File: src/rtl/otter_rf_pkg.sv
// -----------------------------------------------------------------------------
// otter_rf_pkg
// Shared register-file write types for the writeback / MDU write arbiter.
//   REG_ADDR_W : register address width
//   XLEN       : register data width
//   rf_wr_t    : one pending register-file write {addr, data}
// -----------------------------------------------------------------------------
package otter_rf_pkg;
  localparam int REG_ADDR_W = 5;
  localparam int XLEN       = 32;

  typedef struct packed {
    logic [REG_ADDR_W-1:0] addr;
    logic [XLEN-1:0]       data;
  } rf_wr_t;
endpackage

File: src/rtl/rf_write_arbiter_if.sv
// -----------------------------------------------------------------------------
// rf_write_arbiter_if
// Bundles the WB request, MDU handshake, register-file write port and decode
// hazard-check signals of rf_write_arbiter.
//   slave  : the arbiter side (consumes requests, drives RF write and status)
//   master : the environment side (pipeline, MDU, decode)
// -----------------------------------------------------------------------------
interface rf_write_arbiter_if;
  import otter_rf_pkg::*;

  logic                  wb_valid;
  logic [REG_ADDR_W-1:0] wb_addr;
  logic [XLEN-1:0]       wb_data;
  logic                  wb_stall;
  logic                  mdu_valid;
  logic [REG_ADDR_W-1:0] mdu_addr;
  logic [XLEN-1:0]       mdu_data;
  logic                  mdu_ready;
  logic                  rf_w_en;
  logic [REG_ADDR_W-1:0] rf_w_addr;
  logic [XLEN-1:0]       rf_w_data;
  logic [REG_ADDR_W-1:0] chk_addr1;
  logic [REG_ADDR_W-1:0] chk_addr2;
  logic                  hazard1;
  logic                  hazard2;
  logic                  pend_busy;

  modport slave (
    input  wb_valid, wb_addr, wb_data, mdu_valid, mdu_addr, mdu_data,
           chk_addr1, chk_addr2,
    output wb_stall, mdu_ready, rf_w_en, rf_w_addr, rf_w_data,
           hazard1, hazard2, pend_busy
  );

  modport master (
    output wb_valid, wb_addr, wb_data, mdu_valid, mdu_addr, mdu_data,
           chk_addr1, chk_addr2,
    input  wb_stall, mdu_ready, rf_w_en, rf_w_addr, rf_w_data,
           hazard1, hazard2, pend_busy
  );
endinterface

File: src/rtl/rf_wr_fifo.sv
// -----------------------------------------------------------------------------
// rf_wr_fifo
// Small in-order queue of pending register-file writes.
//   i_clk, i_rst : clock, synchronous active-high reset
//   i_push       : enqueue i_wdata (ignored when full)
//   i_pop        : dequeue head (ignored when empty)
//   o_head       : oldest entry
//   o_full/o_empty/o_count : occupancy
//   o_vld/o_addr : per-slot valid and destination, for hazard comparison
// -----------------------------------------------------------------------------
module rf_wr_fifo
  import otter_rf_pkg::*;
#(
  parameter int DEPTH = 2,
  localparam int CNT_W = $clog2(DEPTH + 1)
) (
  input  logic                  i_clk,
  input  logic                  i_rst,
  input  logic                  i_push,
  input  rf_wr_t                i_wdata,
  input  logic                  i_pop,
  output rf_wr_t                o_head,
  output logic                  o_full,
  output logic                  o_empty,
  output logic [CNT_W-1:0]      o_count,
  output logic [DEPTH-1:0]      o_vld,
  output logic [REG_ADDR_W-1:0] o_addr [DEPTH]
);
  localparam int PTR_W = $clog2(DEPTH);

  logic [PTR_W-1:0] r_rd_ptr;
  logic [PTR_W-1:0] r_wr_ptr;
  logic [CNT_W-1:0] r_count;
  logic [DEPTH-1:0] r_vld;
  rf_wr_t           r_mem [DEPTH];
  logic             w_push;
  logic             w_pop;

  assign o_full  = (r_count == CNT_W'(DEPTH));
  assign o_empty = (r_count == CNT_W'(0));
  assign w_push  = i_push && !o_full;
  assign w_pop   = i_pop && !o_empty;
  assign o_head  = r_mem[r_rd_ptr];
  assign o_count = r_count;
  assign o_vld   = r_vld;

  // Per-slot destination address view for the hazard comparators.
  always_comb begin
    for (int i = 0; i < DEPTH; i++) begin
      o_addr[i] = r_mem[i].addr;
    end
  end

  // Pointer, occupancy and slot-valid state; pointers wrap naturally (DEPTH is a power of two).
  always_ff @(posedge i_clk) begin
    if (i_rst) begin
      r_rd_ptr <= PTR_W'(0);
      r_wr_ptr <= PTR_W'(0);
      r_count  <= CNT_W'(0);
      r_vld    <= DEPTH'(0);
    end else begin
      // Push and pop never target the same slot: pop needs !empty, push needs !full.
      if (w_pop) begin
        r_rd_ptr        <= r_rd_ptr + PTR_W'(1);
        r_vld[r_rd_ptr] <= 1'b0;
      end
      if (w_push) begin
        r_wr_ptr        <= r_wr_ptr + PTR_W'(1);
        r_vld[r_wr_ptr] <= 1'b1;
      end
      case ({w_push, w_pop})
        2'b10:   r_count <= r_count + CNT_W'(1);
        2'b01:   r_count <= r_count - CNT_W'(1);
        default: r_count <= r_count;
      endcase
    end
  end

  // Entry storage; slot contents are only meaningful while r_vld is set.
  always_ff @(posedge i_clk) begin
    if (w_push) begin
      r_mem[r_wr_ptr] <= i_wdata;
    end
  end
endmodule

File: src/rtl/rf_write_arbiter.sv
// -----------------------------------------------------------------------------
// rf_write_arbiter
// Shares the register file write port between WB (priority, zero latency) and
// queued MDU results, with a starvation limit and decode hazard reporting.
//   clk, rst : clock, synchronous active-high reset (all outputs 0 while high)
//   bus      : rf_write_arbiter_if.slave (WB, MDU, RF write, hazard signals)
// Parameters: DEPTH (MDU queue entries, power of two >= 2),
//             MAX_WAIT (cycles a queued result may wait before WB is stalled).
// -----------------------------------------------------------------------------
module rf_write_arbiter
  import otter_rf_pkg::*;
#(
  parameter int DEPTH    = 2,
  parameter int MAX_WAIT = 4
) (
  input  logic               clk,
  input  logic               rst,
  rf_write_arbiter_if.slave  bus
);
  localparam int CNT_W  = $clog2(DEPTH + 1);
  localparam int WAIT_W = $clog2(MAX_WAIT + 1);
  localparam logic [WAIT_W-1:0] WAIT_LIMIT = WAIT_W'(MAX_WAIT);

  logic [WAIT_W-1:0]     r_wait_cnt;
  rf_wr_t                w_head;
  logic                  w_full;
  logic                  w_empty;
  logic [CNT_W-1:0]      w_count;
  logic [DEPTH-1:0]      w_vld;
  logic [REG_ADDR_W-1:0] w_addr [DEPTH];
  logic                  w_push;
  logic                  w_pop;
  logic                  w_grant_vld;
  rf_wr_t                w_grant;
  logic                  w_wb_stall;
  logic                  w_haz1;
  logic                  w_haz2;

  // Ready has no same-cycle pop credit; writes to x0 are acknowledged but dropped.
  assign bus.mdu_ready = !rst && !w_full;
  assign w_push        = bus.mdu_valid && bus.mdu_ready && (bus.mdu_addr != 5'd0);

  rf_wr_fifo #(.DEPTH(DEPTH)) u_fifo (
    .i_clk   (clk),
    .i_rst   (rst),
    .i_push  (w_push),
    .i_wdata ({bus.mdu_addr, bus.mdu_data}),
    .i_pop   (w_pop),
    .o_head  (w_head),
    .o_full  (w_full),
    .o_empty (w_empty),
    .o_count (w_count),
    .o_vld   (w_vld),
    .o_addr  (w_addr)
  );

  // Write-port grant: starved queue, then WB, then opportunistic queue drain.
  always_comb begin
    w_pop       = 1'b0;
    w_grant_vld = 1'b0;
    w_grant     = '0;
    w_wb_stall  = 1'b0;
    if (rst) begin
      w_grant_vld = 1'b0;
    end else if (!w_empty && (r_wait_cnt == WAIT_LIMIT)) begin
      w_pop       = 1'b1;
      w_grant_vld = 1'b1;
      w_grant     = w_head;
      w_wb_stall  = bus.wb_valid;
    end else if (bus.wb_valid) begin
      w_grant_vld = 1'b1;
      w_grant     = {bus.wb_addr, bus.wb_data};
    end else if (!w_empty) begin
      w_pop       = 1'b1;
      w_grant_vld = 1'b1;
      w_grant     = w_head;
    end else begin
      w_grant_vld = 1'b0;
    end
  end

  // A grant to x0 still consumes the slot but never strobes the register file.
  assign bus.rf_w_en   = w_grant_vld && (w_grant.addr != 5'd0);
  assign bus.rf_w_addr = w_grant.addr;
  assign bus.rf_w_data = w_grant.data;
  assign bus.wb_stall  = w_wb_stall;
  assign bus.pend_busy = !rst && (w_count != CNT_W'(0));

  // Starvation counter: counts cycles the queue head has been passed over.
  always_ff @(posedge clk) begin
    if (rst) begin
      r_wait_cnt <= WAIT_W'(0);
    end else if (w_pop || w_empty) begin
      r_wait_cnt <= WAIT_W'(0);
    end else if (r_wait_cnt != WAIT_LIMIT) begin
      r_wait_cnt <= r_wait_cnt + WAIT_W'(1);
    end else begin
      r_wait_cnt <= r_wait_cnt;
    end
  end

  // Hazards cover every queued entry including one popping now; an entry accepted now is not yet queued.
  always_comb begin
    w_haz1 = 1'b0;
    w_haz2 = 1'b0;
    for (int i = 0; i < DEPTH; i++) begin
      w_haz1 = w_haz1 | (w_vld[i] && (w_addr[i] == bus.chk_addr1));
      w_haz2 = w_haz2 | (w_vld[i] && (w_addr[i] == bus.chk_addr2));
    end
  end

  assign bus.hazard1 = !rst && w_haz1 && (bus.chk_addr1 != 5'd0);
  assign bus.hazard2 = !rst && w_haz2 && (bus.chk_addr2 != 5'd0);
endmodule

File: src/flat_wrapper.sv
// flat-port wrapper written by rule: the top's interface ports become plain ports
module rf_write_arbiter_flat import otter_rf_pkg::*;
#(
  parameter int DEPTH    = 2,
  parameter int MAX_WAIT = 4
)
  (clk, rst, bus_wb_valid, bus_wb_addr, bus_wb_data, bus_mdu_valid, bus_mdu_addr, bus_mdu_data, bus_chk_addr1, bus_chk_addr2, bus_wb_stall, bus_mdu_ready, bus_rf_w_en, bus_rf_w_addr, bus_rf_w_data, bus_hazard1, bus_hazard2, bus_pend_busy);
  rf_write_arbiter_if bus_i ();
  input  logic clk;
  input  logic rst;
  input wire logic [$bits(bus_i.wb_valid)-1:0] bus_wb_valid;
  input wire logic [$bits(bus_i.wb_addr)-1:0] bus_wb_addr;
  input wire logic [$bits(bus_i.wb_data)-1:0] bus_wb_data;
  input wire logic [$bits(bus_i.mdu_valid)-1:0] bus_mdu_valid;
  input wire logic [$bits(bus_i.mdu_addr)-1:0] bus_mdu_addr;
  input wire logic [$bits(bus_i.mdu_data)-1:0] bus_mdu_data;
  input wire logic [$bits(bus_i.chk_addr1)-1:0] bus_chk_addr1;
  input wire logic [$bits(bus_i.chk_addr2)-1:0] bus_chk_addr2;
  output wire logic [$bits(bus_i.wb_stall)-1:0] bus_wb_stall;
  output wire logic [$bits(bus_i.mdu_ready)-1:0] bus_mdu_ready;
  output wire logic [$bits(bus_i.rf_w_en)-1:0] bus_rf_w_en;
  output wire logic [$bits(bus_i.rf_w_addr)-1:0] bus_rf_w_addr;
  output wire logic [$bits(bus_i.rf_w_data)-1:0] bus_rf_w_data;
  output wire logic [$bits(bus_i.hazard1)-1:0] bus_hazard1;
  output wire logic [$bits(bus_i.hazard2)-1:0] bus_hazard2;
  output wire logic [$bits(bus_i.pend_busy)-1:0] bus_pend_busy;
  assign bus_i.wb_valid = bus_wb_valid;
  assign bus_i.wb_addr = bus_wb_addr;
  assign bus_i.wb_data = bus_wb_data;
  assign bus_i.mdu_valid = bus_mdu_valid;
  assign bus_i.mdu_addr = bus_mdu_addr;
  assign bus_i.mdu_data = bus_mdu_data;
  assign bus_i.chk_addr1 = bus_chk_addr1;
  assign bus_i.chk_addr2 = bus_chk_addr2;
  assign bus_wb_stall = bus_i.wb_stall;
  assign bus_mdu_ready = bus_i.mdu_ready;
  assign bus_rf_w_en = bus_i.rf_w_en;
  assign bus_rf_w_addr = bus_i.rf_w_addr;
  assign bus_rf_w_data = bus_i.rf_w_data;
  assign bus_hazard1 = bus_i.hazard1;
  assign bus_hazard2 = bus_i.hazard2;
  assign bus_pend_busy = bus_i.pend_busy;
  rf_write_arbiter #(.DEPTH(DEPTH), .MAX_WAIT(MAX_WAIT)) u_core (.clk(clk), .rst(rst), .bus(bus_i));
endmodule
File: config.mk
export PLATFORM = sky130hd
export DESIGN_NAME = rf_write_arbiter_flat
export DESIGN_NICKNAME = d
export VERILOG_FILES = /design/src/rtl/otter_rf_pkg.sv /design/src/rtl/rf_write_arbiter_if.sv /design/src/rtl/rf_wr_fifo.sv /design/src/rtl/rf_write_arbiter.sv /design/src/flat_wrapper.sv
export SDC_FILE = /design/constraint.sdc
export NUM_CORES = 1
export LEC_CHECK = 0
export ABC_AREA = 0
export CAP_MARGIN = 20
export CORE_MARGIN = 3
export CORE_UTILIZATION = 49
export CTS_BUF_LIST = sky130_fd_sc_hd__clkbuf_16
export DETAILED_ROUTE_END_ITERATION = 7
export PLACE_DENSITY = 0.85
export SETUP_SLACK_MARGIN = 0.05
export SYNTH_ARGS = -nofsm -noshare
export SYNTH_HDL_FRONTEND = slang
export SYNTH_HIERARCHICAL = 1
export SYNTH_SLANG_ARGS = --single-unit
File: constraint.sdc
create_clock -name clk -period 6.5 [get_ports clk]
set_input_delay 0.975 -clock clk [delete_from_list [all_inputs] [get_ports clk]]
set_output_delay 0.975 -clock clk [all_outputs]
set_load 0.05 [all_outputs]
==> impl_metrics.json, run 1 <==
{
  "grt_pass1_vias": 2825,
  "critPathArrivalTime_ns": 3.97,
  "leakagePower_nw": 1.940,
  "ys_top_cells_by_area": "edfxtp_1 56%, mux2_2 11%, a22o_1 7.6%",
  "r2r_setup_slack_ns": 3.61,
  "finClkSkew_ns": 0.004551,
  "cp_max_fo": 20,
  "internal_power_mw": 1.011,
  "cpMostUsedCell": "clkdlybuf4s50_1",
  "post-synth-top-count-cell": "edfxtp_1",
  "max_freq_mhz": 202.4,
  "drt_iter0_markers": 100,
  "critPathRequiredTime_ns": 5.52,
  "stdcell_count": 504,
  "hpwl_um": 6653,
  "routed_wl_um": 9084,
  "period_minus_slack_ns": 4.942,
  "ioPinCount": 131,
  "rsz0062_at_grt": "no",
  "r2r-end": "u_core/u_fifo/r_mem[0][4]",
  "fin_util_pct": 71.33,
  "ant_nets": 0,
  "power_mw": 1.330,
  "p_switching_mw": 0.3198,
  "cts_buffers": 9,
  "synth_edf_count": 74,
  "slowest_stage": "clkdlybuf4s50_1",
  "irDropWorstVdd_v": 0.0001789,
  "endpoint": "bus_rf_w_en",
  "core_sq_um": 7767,
  "gr-total-overflow": 0,
  "std_cell_rows": 32,
  "cts_tree": "done",
  "fin_crit_sh_pct": 76.03,
  "hp-start": "u_core/u_fifo/o_vld[0]",
  "async_flop_share_pct": 0,
  "clkTransAtPathRegs_ns": 0.06,
  "die_width_um": 95.63,
  "startpoint_type": "input pin",
  "drv_cap": 0,
  "drt_pass1_iterations": 4,
  "worstMarginPinSlew_ns": 0.9005,
  "syn_avg_cell_area_sq_um": 14.37,
  "seqCellArea_sq_um": 2424,
  "synth_common_cells": "74 x edfxtp_1, 37 x mux2_2, 34 x a22o_1",
  "status": "complete, no violations",
  "synthDistinctLibCells": 34,
  "layout-drive-gt1-share_pct": 15.42,
  "multi_input_area_sq_um": 1324,
  "grt_usage_pct": 20.09,
  "vias": 2711,
  "portBuffers": 130,
  "grt_pass1_wl_um": 13700,
  "ys_seq_elements": 84,
  "cts_htree_levels": 3,
  "nets": 488,
  "fin_setup_tns_ns": 0,
  "grt_max_degree": 38,
  "worst-setup-path-type": "in2out",
  "dieHeight_um": 95.63,
  "synth_ff_type": "edfxtp_1",
  "seq_area_frac_synth_pct": 61.54,
  "grt_antenna_before_repair": 0,
  "p_per_area_nw_per_um2": 240.1,
  "crit_start": "rst",
  "die-area_sq_um": 9145,
  "synthesis.area_sq_um": 3936,
  "initial_core_util_pct": 50.68,
  "via_per_inst": 5.379,
  "areaGrowthSynthToFinish_pct": 40.75,
  "synth_top_area_share_pct": 56.45,
  "cts_root_buffer": "clkbuf_16",
  "synth_nets": 365,
  "clkPwrFrac_pct": 36.1,
  "cp-end-kind": "output pin",
  "yosysTopAreaCell": "edfxtp_1",
  "setup_viol": 0,
  "routedWlPerCell_um": 18.02,
  "min_path_type": "reg2reg",
  "gp_congestion": 0.8536,
  "nFillCells": 533,
  "comb_power_share_pct": 17.2,
  "hold_viol_final": 0,
  "clk_latency_ns": 0.33,
  "placed_cells_incl_taps": 488,
  "rr_worst_depth": 10,
  "clockBufferDepth": 2,
  "relSlewSlack_pct": 39.97,
  "drc": 0,
  "timing.rr.start": "u_core/u_fifo/o_count[0]",
  "maxSlewViolCount": 0,
  "cts-resized-gates": 0,
  "n_antenna_cell": 0,
  "ctsHoldBuffers": 0,
  "pwr-share-seq_pct": 46.6,
  "post-cts-setup-buffers": 0,
  "switching_share_pct": 24.04,
  "synth_cells": 274,
  "cp_cell_sequence": "clkdlybuf4s50_1 > nor3_4 > buf_4 > o41ai_1 > o221ai_1 > clkdlybuf4s50_1",
  "slowest_delay_ns": 0.84,
  "ys_warn_count": 6,
  "cts_num_sinks": 84
}
## worst max-delay path: cells and delay by family
kind	cells	cell delay, ns
compound gates	2	0.21
buf+inv	3	2.03
simple gates	1	0.75
## cell type report
type                       count  share of cell area (%)
clock inverter                 7                   1.061
sequential                    84                   43.74
inverter                       8                  0.5420
multi-input combinational    160                   23.89
tap                          102                   2.304
clock buffer                   9                   4.065
timing repair buffer         134                   24.39
## per-layer routing
layer	track usage [%]	wire length, um
met2	34.51	4596
met3	6.077	718
met1	23.03	3572
met4	8.886	196
met5	0	0
## power groups by stage
stage                     Clock (mW)  Combinational (mW)  Sequential [mW]
after floorplan                    0               0.128            0.627
after global placement             0               0.221            0.631
after detailed placement           0               0.229            0.632
after CTS                      0.488               0.230            0.621
after global routing           0.508               0.242            0.622
final                          0.481               0.229            0.620
## how the worst min path moves through the flow
stage	endpoint	slack, ns	cells past startpoint
2_1_floorplan	u_core/u_fifo/o_vld[0]	0.46	2
3_3_place_gp	u_core/u_fifo/r_wr_ptr	0.47	2
3_5_place_dp	u_core/u_fifo/r_wr_ptr	0.50	2
4_1_cts	u_core/u_fifo/r_wr_ptr	0.53	2
5_1_grt	u_core/u_fifo/r_wr_ptr	0.57	2
6_report	u_core/u_fifo/o_vld[0]	0.53	2
## per-stage QoR
stage / hold slack (ns) / worst slack [ns] / area, sq um
finish: 0.5289 / 1.558 / 5540
global route: 0.5679 / 1.392 / 5540
detailed placement: 0.5027 / 1.559 / 5256
global placement: 0.4745 / 1.608 / 5229
CTS: 0.5254 / 1.542 / 5540
floorplan: 0.4610 / 2.792 / 3936
## kinds of logic after synthesis
family	share of synthesized area, %
AO/OA/AOI/OAI	10.71
AND/OR/NAND/NOR	6.008
XOR/XNOR	5.118
multiplexers	10.84
buffers and inverters	4.831
adder cells (fa/ha/maj)	0.9537
flip-flops	61.54
## registers in the layout, indices dropped and copies added (netlist names), named ones only
name	flops
u_core/u_fifo/o_count	2
u_core/u_fifo/r_rd_ptr	1
u_core/u_fifo/r_wr_ptr	1
u_core/r_wait_cnt	3
u_core/u_fifo/o_vld	2
u_core/u_fifo/r_mem	74
## placed cells by master, fill, tap and decap left out, drive strengths merged, types with 5 or more instances in the layout
master,synthesis,layout
mux2,37,37
a22o,34,34
clkdlybuf4s50,0,130
inv,8,9
xnor2,6,6
xor2,17,17
nor2,16,16
a21oi,5,5
o21ai,5,5
nand3,5,5
nor3,6,6
nor4,5,5
edfxtp,74,74
dfxtp,10,10
clkbuf,0,9
No activity file was read; power rests on OpenSTA's default activity.
==> run 2: changes to the inputs <==
--- a/config.mk
+++ b/config.mk
@@ -8,10 +8,10 @@
 export ABC_AREA = 0
 export CAP_MARGIN = 20
 export CORE_MARGIN = 3
-export CORE_UTILIZATION = 49
+export CORE_UTILIZATION = 41
 export CTS_BUF_LIST = sky130_fd_sc_hd__clkbuf_16
 export DETAILED_ROUTE_END_ITERATION = 7
-export PLACE_DENSITY = 0.85
+export PLACE_DENSITY = 0.76
 export SETUP_SLACK_MARGIN = 0.05
 export SYNTH_ARGS = -nofsm -noshare
 export SYNTH_HDL_FRONTEND = slang
==> constraint.sdc (replaced) <==
create_clock -name clk -period 4.2 [get_ports clk]
set_input_delay 0.63 -clock clk [delete_from_list [all_inputs] [get_ports clk]]
set_output_delay 0.63 -clock clk [all_outputs]
set_load 0.05 [all_outputs]
==> run 2 against run 1 <==
Final cell count increased by 5.8%. Critical endpoint is now bus_hazard1. Design area increased by 6.7%. Utilization decreased by 7.7 points. Die area increased by 18%.
==> impl_metrics.json, run 2 (synthesis results as in run 1) <==
{
  "status": "complete, no violations",
  "clkTransAtPathRegs_ns": 0.06,
  "ioPinCount": 131,
  "nets": 490,
  "p_per_area_nw_per_um2": 346.8,
  "ant_nets": 0,
  "pwr-share-seq_pct": 46.8,
  "core_sq_um": 9284,
  "cts_num_sinks": 84,
  "die_width_um": 104.0,
  "startpoint_type": "input pin",
  "routedWlPerCell_um": 17.69,
  "cts_root_buffer": "clkbuf_16",
  "via_per_inst": 5.143,
  "areaGrowthSynthToFinish_pct": 50.13,
  "vias": 2741,
  "die-area_sq_um": 10810,
  "slowest_delay_ns": 0.86,
  "post-cts-setup-buffers": 0,
  "fin_ws_ns": 0.5641,
  "cpMostUsedCell": "clkdlybuf4s50_1",
  "final_cell_mix": "95 x clkdlybuf4s50_1, 74 x edfxtp_1, 37 x mux2_2",
  "cts-resized-gates": 0,
  "worstMarginPinSlew_ns": 0.8491,
  "drv_cap": 0,
  "rsz0062_at_grt": "no",
  "internal_power_mw": 1.546,
  "drt_pass1_iterations": 4,
  "switching_share_pct": 24.57,
  "portBuffers": 130,
  "gr-total-overflow": 0,
  "p_switching_mw": 0.5035,
  "routed_wl_um": 9428,
  "regMostFlops": "u_core/u_fifo/r_mem",
  "irDropWorstVdd_v": 0.0002501,
  "dp_slack_ns": 0.6568,
  "comb_power_share_pct": 20.0,
  "hpwl_um": 7056,
  "grt_pass1_vias": 2994,
  "clockBufferDepth": 2,
  "layout_commonest_cell": "clkdlybuf4s50_1",
  "setup_viol": 0,
  "grt_pass1_wl_um": 15080,
  "cp-end-kind": "output pin",
  "period_minus_slack_ns": 3.636,
  "critPathRequiredTime_ns": 3.57,
  "slowest_stage": "clkdlybuf4s50_1",
  "clkPwrFrac_pct": 33.3,
  "grt_antenna_before_repair": 0,
  "cts_tree": "done",
  "maxSlewViolCount": 0,
  "critPathArrivalTime_ns": 3.01,
  "largest_reg_flops": 74,
  "n_antenna_cell": 0,
  "clk_latency_ns": 0.33,
  "finClkSkew_ns": 0.005489,
  "ctsHoldBuffers": 0,
  "relSlewSlack_pct": 43.27,
  "drc": 0,
  "layout-drive-gt1-share_pct": 24.50,
  "leakagePower_nw": 2.110,
  "top_regs": "u_core/u_fifo/r_mem: 74 flops, u_core/r_wait_cnt: 3 flops",
  "drt_iter0_markers": 60,
  "min_path_type": "reg2reg",
  "cp_max_fo": 3,
  "std_cell_rows": 35,
  "fin_crit_sh_pct": 86.57,
  "dieHeight_um": 104.0,
  "initial_core_util_pct": 42.40,
  "grt_max_degree": 37,
  "worst-setup-path-type": "in2out",
  "cts_buffers": 9,
  "grt_usage_pct": 17.86,
  "cp_cell_sequence": "clkdlybuf4s50_1 > xor2_1 > nor4_1 > nand3_1 > a221oi_1 > clkdlybuf4s50_1",
  "cts_htree_levels": 3,
  "fin_setup_tns_ns": 0,
  "gp_congestion": 0.8450,
  "hold_viol_final": 0,
  "max_freq_mhz": 275.0
}
[run 2: critical path: cells and delay by family]
kind            cells  cell delay (ns)
xor+xnor            1             0.19
simple gates        2             0.52
buf+inv             2             1.34
compound gates      1             0.32
[run 2: metal layers]
metal | vias to the layer above | global-route usage, % | part of all wire (%)
li1 | 1294 | - | -
met2 | 107 | 31.10 | 51
met5 | - | 0 | 0
met4 | 0 | 6.743 | 2.2
met3 | 15 | 5.649 | 7.1
met1 | 1325 | 20.52 | 40
[run 2: cell type report]
type                    count  area, sq um
clock buffers               9        225.2
clock inverters             7        36.28
fillers                   726         3374
inverters                   8        30.03
multi-input cells         160         1324
flip-flops and latches     84         2424
well taps                 129        161.4
repair buffers            136         1709
[run 2: power by group through the flow]
stage                     registers, mW  clock network (mW)  logic, mW
after global placement            0.974                   0      0.404
final                             0.959               0.682      0.409
after global routing              0.962               0.742      0.431
after detailed placement          0.977                   0      0.411
after floorplan                   0.970                   0      0.198
after CTS                         0.959               0.707      0.413
[run 2: metrics by stage]
step | power, mW | utilization, % | instance area [sq um] | hold WS (ns) | std cells
2_1_floorplan | 1.168 | - | 3936 | 0.4610 | 274
3_3_place_gp | 1.378 | 60.84 | 5648 | 0.4771 | 517
3_5_place_dp | 1.388 | 60.84 | 5648 | 0.5002 | 517
4_1_cts | 2.079 | 63.65 | 5909 | 0.5075 | 533
5_1_grt | 2.134 | 63.65 | 5909 | 0.5266 | 533
6_report | 2.050 | 63.65 | 5909 | 0.5021 | 533
[run 2: path summary, 6_finish.rpt]
check	startpoint	end	slack, ns	cells after the start
max	bus_chk_addr1[0]	bus_hazard1	0.56	6
min	u_core/u_fifo/r_wr_ptr	u_core/u_fifo/r_wr_ptr	0.50	2
max reg2reg	u_core/r_wait_cnt[0]	u_core/u_fifo/o_count[1]	1.69	10
min reg2reg	u_core/u_fifo/r_wr_ptr	u_core/u_fifo/r_wr_ptr	0.50	2
==> patch 1 (config.mk and constraints of run 2) <==
`MAX_WAIT` is set to 4 in 2 places; all go to 8.
--- a/src/rtl/rf_write_arbiter.sv
+++ b/src/rtl/rf_write_arbiter.sv
@@ -13,3 +13,3 @@
   parameter int DEPTH    = 2,
-  parameter int MAX_WAIT = 4
+  parameter int MAX_WAIT = 8
 ) (
--- a/src/flat_wrapper.sv
+++ b/src/flat_wrapper.sv
@@ -4,3 +4,3 @@
   parameter int DEPTH    = 2,
-  parameter int MAX_WAIT = 4
+  parameter int MAX_WAIT = 8
 )
Check against the original RTL: not equivalent (a bounded check fails within 10 cycles, from zero or initial values and one cycle with rst high).
==> patch 1 against run 2 <==
- cell area fell by 5.2%
- synthesized cell count rose by 0.73%
- maximum frequency increased by 3.4%
- sequential cell count is 1 higher
- critical path type unchanged
- worst setup slack better by 0.12 ns
- synthesized area rose by 1.7%
- routed wire length down 7.3%
- global-route usage down 1.8 points
- total power is 3.9% higher
==> patch 1: results <==
[clock_network]
cts_htree_levels = 3
path_clk_slew_ns = 0.06
holdBufCountCts = 0
cts_repair_resize_count = 0
clk_latency_ns = 0.32

[setup_path]
r2r_end = u_core/u_fifo/r_mem[0][13]
r2r-start = u_core/u_fifo/o_count[0]
r2r_cells = 9
startpoint = bus_chk_addr2[0]
r2r_setup_slack_ns = 1.65
cp.arrival_ns = 2.88
cp-endpoint = bus_hazard2

[placed_design]
dp.final_hpwl_um = 6355
post_dp_cell_area_sq_um = 5284
place_congestion = 0.7999

[timing]
slew_headroom_pct = 50.84

[synth]
ys_seq_area_share_pct = 61.00
ys_types = 30
synthArstFlopShare_pct = 0
synth-edff-count = 74
synth_warnings = 6
syn_nets = 367
synthTopCellsByArea = edfxtp_1, mux2_2, a22o_1
synth_common_cells = edfxtp_1, mux2_2, a22o_1

[global_route]
grt_pass1_vias = 2961
grt_max_degree = 34
grt_usage_pct = 16.05
grt_pass1_wl_um = 14270

[finish]
final_nets = 492
final_layout_size_suffix_gt1_share_pct = 26.11
top_regs = u_core/u_fifo/r_mem: 74 flops, u_core/r_wait_cnt: 4 flops

[routing]
dr_total_vias = 2709
drtPass1Iterations = 5
wl_per_cell_um = 16.34
drt_iter0_markers = 75

[power_and_ir_drop]
ir_drop_uv = 256.6
p_leak_nw = 2.009

[status]
status = finished, final reports clean
patch 1: worst min-delay path by stage:
stage | depth (start not counted) | slack (ns) | from | end
after floorplan | 1 | 0.43 | u_core/r_wait_cnt[0] | u_core/r_wait_cnt[0]
after global placement | 1 | 0.44 | u_core/r_wait_cnt[0] | u_core/r_wait_cnt[0]
after detailed placement | 1 | 0.47 | u_core/r_wait_cnt[0] | u_core/r_wait_cnt[0]
after CTS | 1 | 0.49 | u_core/r_wait_cnt[0] | u_core/r_wait_cnt[0]
after global routing | 1 | 0.50 | u_core/r_wait_cnt[0] | u_core/r_wait_cnt[0]
final | 1 | 0.47 | u_core/r_wait_cnt[0] | u_core/r_wait_cnt[0]
patch 1: per-layer routing:
layer | vias to the layer above | part of all wire (%) | GRT usage (%)
li1 | 1298 | - | -
met1 | 1307 | 42 | 19.50
met2 | 92 | 51 | 27.96
met3 | 12 | 5.2 | 3.706
met4 | 0 | 1.4 | 5.530
met5 | - | 0 | 0
patch 1: power by group through the flow:
stage                     Combinational (W)  Sequential (W)  Clock, W
after global routing               0.000364        0.000970  0.000873
after detailed placement           0.000345        0.000985         0
after floorplan                    0.000196        0.000980         0
final                              0.000344        0.000967  0.000820
after global placement             0.000340        0.000983         0
after CTS                          0.000346        0.000967  0.000838
patch 1: critical path, cell delays in order:
cell	delay, ns
clkdlybuf4s50_1	0.48
xor2_1	0.18
nor4_1	0.34
nand3_1	0.15
a221oi_2	0.26
clkdlybuf4s50_1	0.84
patch 1: kinds of logic after synthesis:
group	Yosys count	share of synthesized area [%]
flops	85	61.00
compound gates	52	10.87
simple gates	44	6.312
mux	38	10.69
buf+inv	30	4.937
xor+xnor	24	5.250
fa+ha+maj	3	0.9376
patch 1: area by class of cell:
cell class                 count  share of cell area (%)
inverter                       9                  0.6032
multi-input combinational    161                   24.35
clock inverter                 7                   1.631
timing repair buffer         135                   22.88
tap                          129                   2.882
clock buffer                   9                   4.021
sequential                    85                   43.63
patch 1: through the flow:
stage	utilization [%]	cells	worst slack, ns
after floorplan	-	276	0.9972
after global placement	56.38	519	0.7678
after detailed placement	56.38	519	0.7090
after CTS	59.76	535	0.7032
after global routing	59.76	535	0.5963
final	59.76	535	0.6851
==> patch 2 (config.mk and constraints of run 2) <==
Without the edit above. Make the reset (`i_rst` and `rst`) asynchronous in 2 clocked blocks. Comments in the files are not updated.
--- a/src/rtl/rf_wr_fifo.sv
+++ b/src/rtl/rf_wr_fifo.sv
@@ -54,3 +54,3 @@
   // Pointer, occupancy and slot-valid state; pointers wrap naturally (DEPTH is a power of two).
-  always_ff @(posedge i_clk) begin
+  always_ff @(posedge i_clk or posedge i_rst) begin
     if (i_rst) begin
--- a/src/rtl/rf_write_arbiter.sv
+++ b/src/rtl/rf_write_arbiter.sv
@@ -89,3 +89,3 @@
   // Starvation counter: counts cycles the queue head has been passed over.
-  always_ff @(posedge clk) begin
+  always_ff @(posedge clk or posedge rst) begin
     if (rst) begin
Check against the original RTL: no difference found for any inputs over 4 cycles, from zero or initial values and one cycle with rst high; that may be too few to reach the edited logic, so the function may still have changed.
==> patch 2 against run 2 <==
- sequential cell count down 1
- via count down 3.0%
- routed wire length down 8.0%
- synthesized area up 0.16%
- cell area down 5.5%
- count of clock-buffer cells in the layout unchanged
- clock skew up 0.0026 ns
- worst setup slack better by 0.22 ns
- final cell count down 1.5%
Power is not compared: it rests on default switching activity, and its combinational part moved more than twofold at a synthesized area within 25%.
==> patch 2: results <==
[routing]
drt_iter0_markers = 121
wl_per_cell_um = 16.52
dr_total_vias = 2659
wl_um = 8672

[finish]
largest_reg_flops = 74
final_nets = 482
nFillCells = 772
final_layout_size_suffix_gt1_share_pct = 20.71

[synth]
ys_types = 30
synthArstFlopShare_pct = 10.84
synth_compound_area_share_pct = 10.38
synthTopCellsByArea = edfxtp_1, mux2_2, a22o_1
synth_common_cells = edfxtp_1, a22o_1, mux2_2
syn_nets = 356
ys_seq_area_share_pct = 62.08
synthesis.instances = 265
synthXorXnorAreaFrac_pct = 5.776
synth.area.mux_share_pct = 10.82
synthAdderAreaFrac_pct = 0.9521

[setup_path]
startpoint = u_core/u_fifo/o_count[0]
cp.arrival_ns = 2.79
critPathMaxFanout = 20
r2r_end = u_core/u_fifo/r_mem[0][1]
cp-endpoint = bus_rf_w_data[22]
cp_slowest_stage_delay_ns = 0.81
r2r_setup_slack_ns = 1.83

[clock_network]
postCtsSetupBuffers = 0
cts_made_buffers = 9

[timing]
slew_headroom_pct = 36.38
max_freq_mhz = 292.5
clock_skew_ns = 0.008086

[global_route]
grt_max_degree = 39
grt_pass1_vias = 2855
grt_usage_pct = 16.34
grt_pass1_wl_um = 14060

[power_and_ir_drop]
ir_drop_uv = 293.7

[status]
status = finished, final reports clean

[placed_design]
dp_slack_ns = 0.7754
place_congestion = 0.9072
dp_cells = 509
post_dp_cell_area_sq_um = 5253
dp.final_hpwl_um = 6264
[patch 2: routing by layer]
| layer | share of wire (%) | GRT usage (%) | vias to the layer above | routed length (um) |
|---|---|---|---|---|
| met5 | 0 | 0 | - | 0 |
| met4 | 1.4 | 5.223 | 0 | 119 |
| met3 | 6.0 | 4.966 | 11 | 522 |
| met2 | 52 | 28.74 | 95 | 4481 |
| met1 | 41 | 19.06 | 1295 | 3550 |
| li1 | - | - | 1258 | - |
[patch 2: worst register-to-register path: cells and delay by family (launching register included)]
family	cells	cell delay, ns
AND/OR/NAND/NOR	5	1.05
flip-flops	1	0.45
buffers and inverters	2	0.39
AO/OA/AOI/OAI	1	0.17
[patch 2: worst min path at each step]
stage | from | endpoint | slack (ns) | depth (start not counted)
after global routing | u_core/u_fifo/o_count[1] | u_core/u_fifo/o_count[1] | 0.57 | 1
after CTS | u_core/u_fifo/o_count[1] | u_core/u_fifo/o_count[1] | 0.55 | 1
after global placement | u_core/u_fifo/o_count[1] | u_core/u_fifo/o_count[1] | 0.52 | 1
final | u_core/u_fifo/o_count[1] | u_core/u_fifo/o_count[1] | 0.56 | 1
after floorplan | rst | u_core/r_wait_cnt[0] | 0.40 | 1
after detailed placement | u_core/u_fifo/o_count[1] | u_core/u_fifo/o_count[1] | 0.53 | 1
[patch 2: where the power goes]
group	switching [W]	internal [W]	leakage, nW
logic	0.000626	0.000492	1.10
clock network	0.000289	0.000574	0.166
registers	0.000118	0.00105	0.781
[patch 2: final cells by class]
type | count | area share, %
timing repair buffer | 137 | 23.34
tap | 129 | 2.889
multi-input combinational | 153 | 23.49
inverter | 7 | 0.4703
clock buffer | 9 | 4.031
clock inverter | 7 | 1.948
sequential | 83 | 43.83
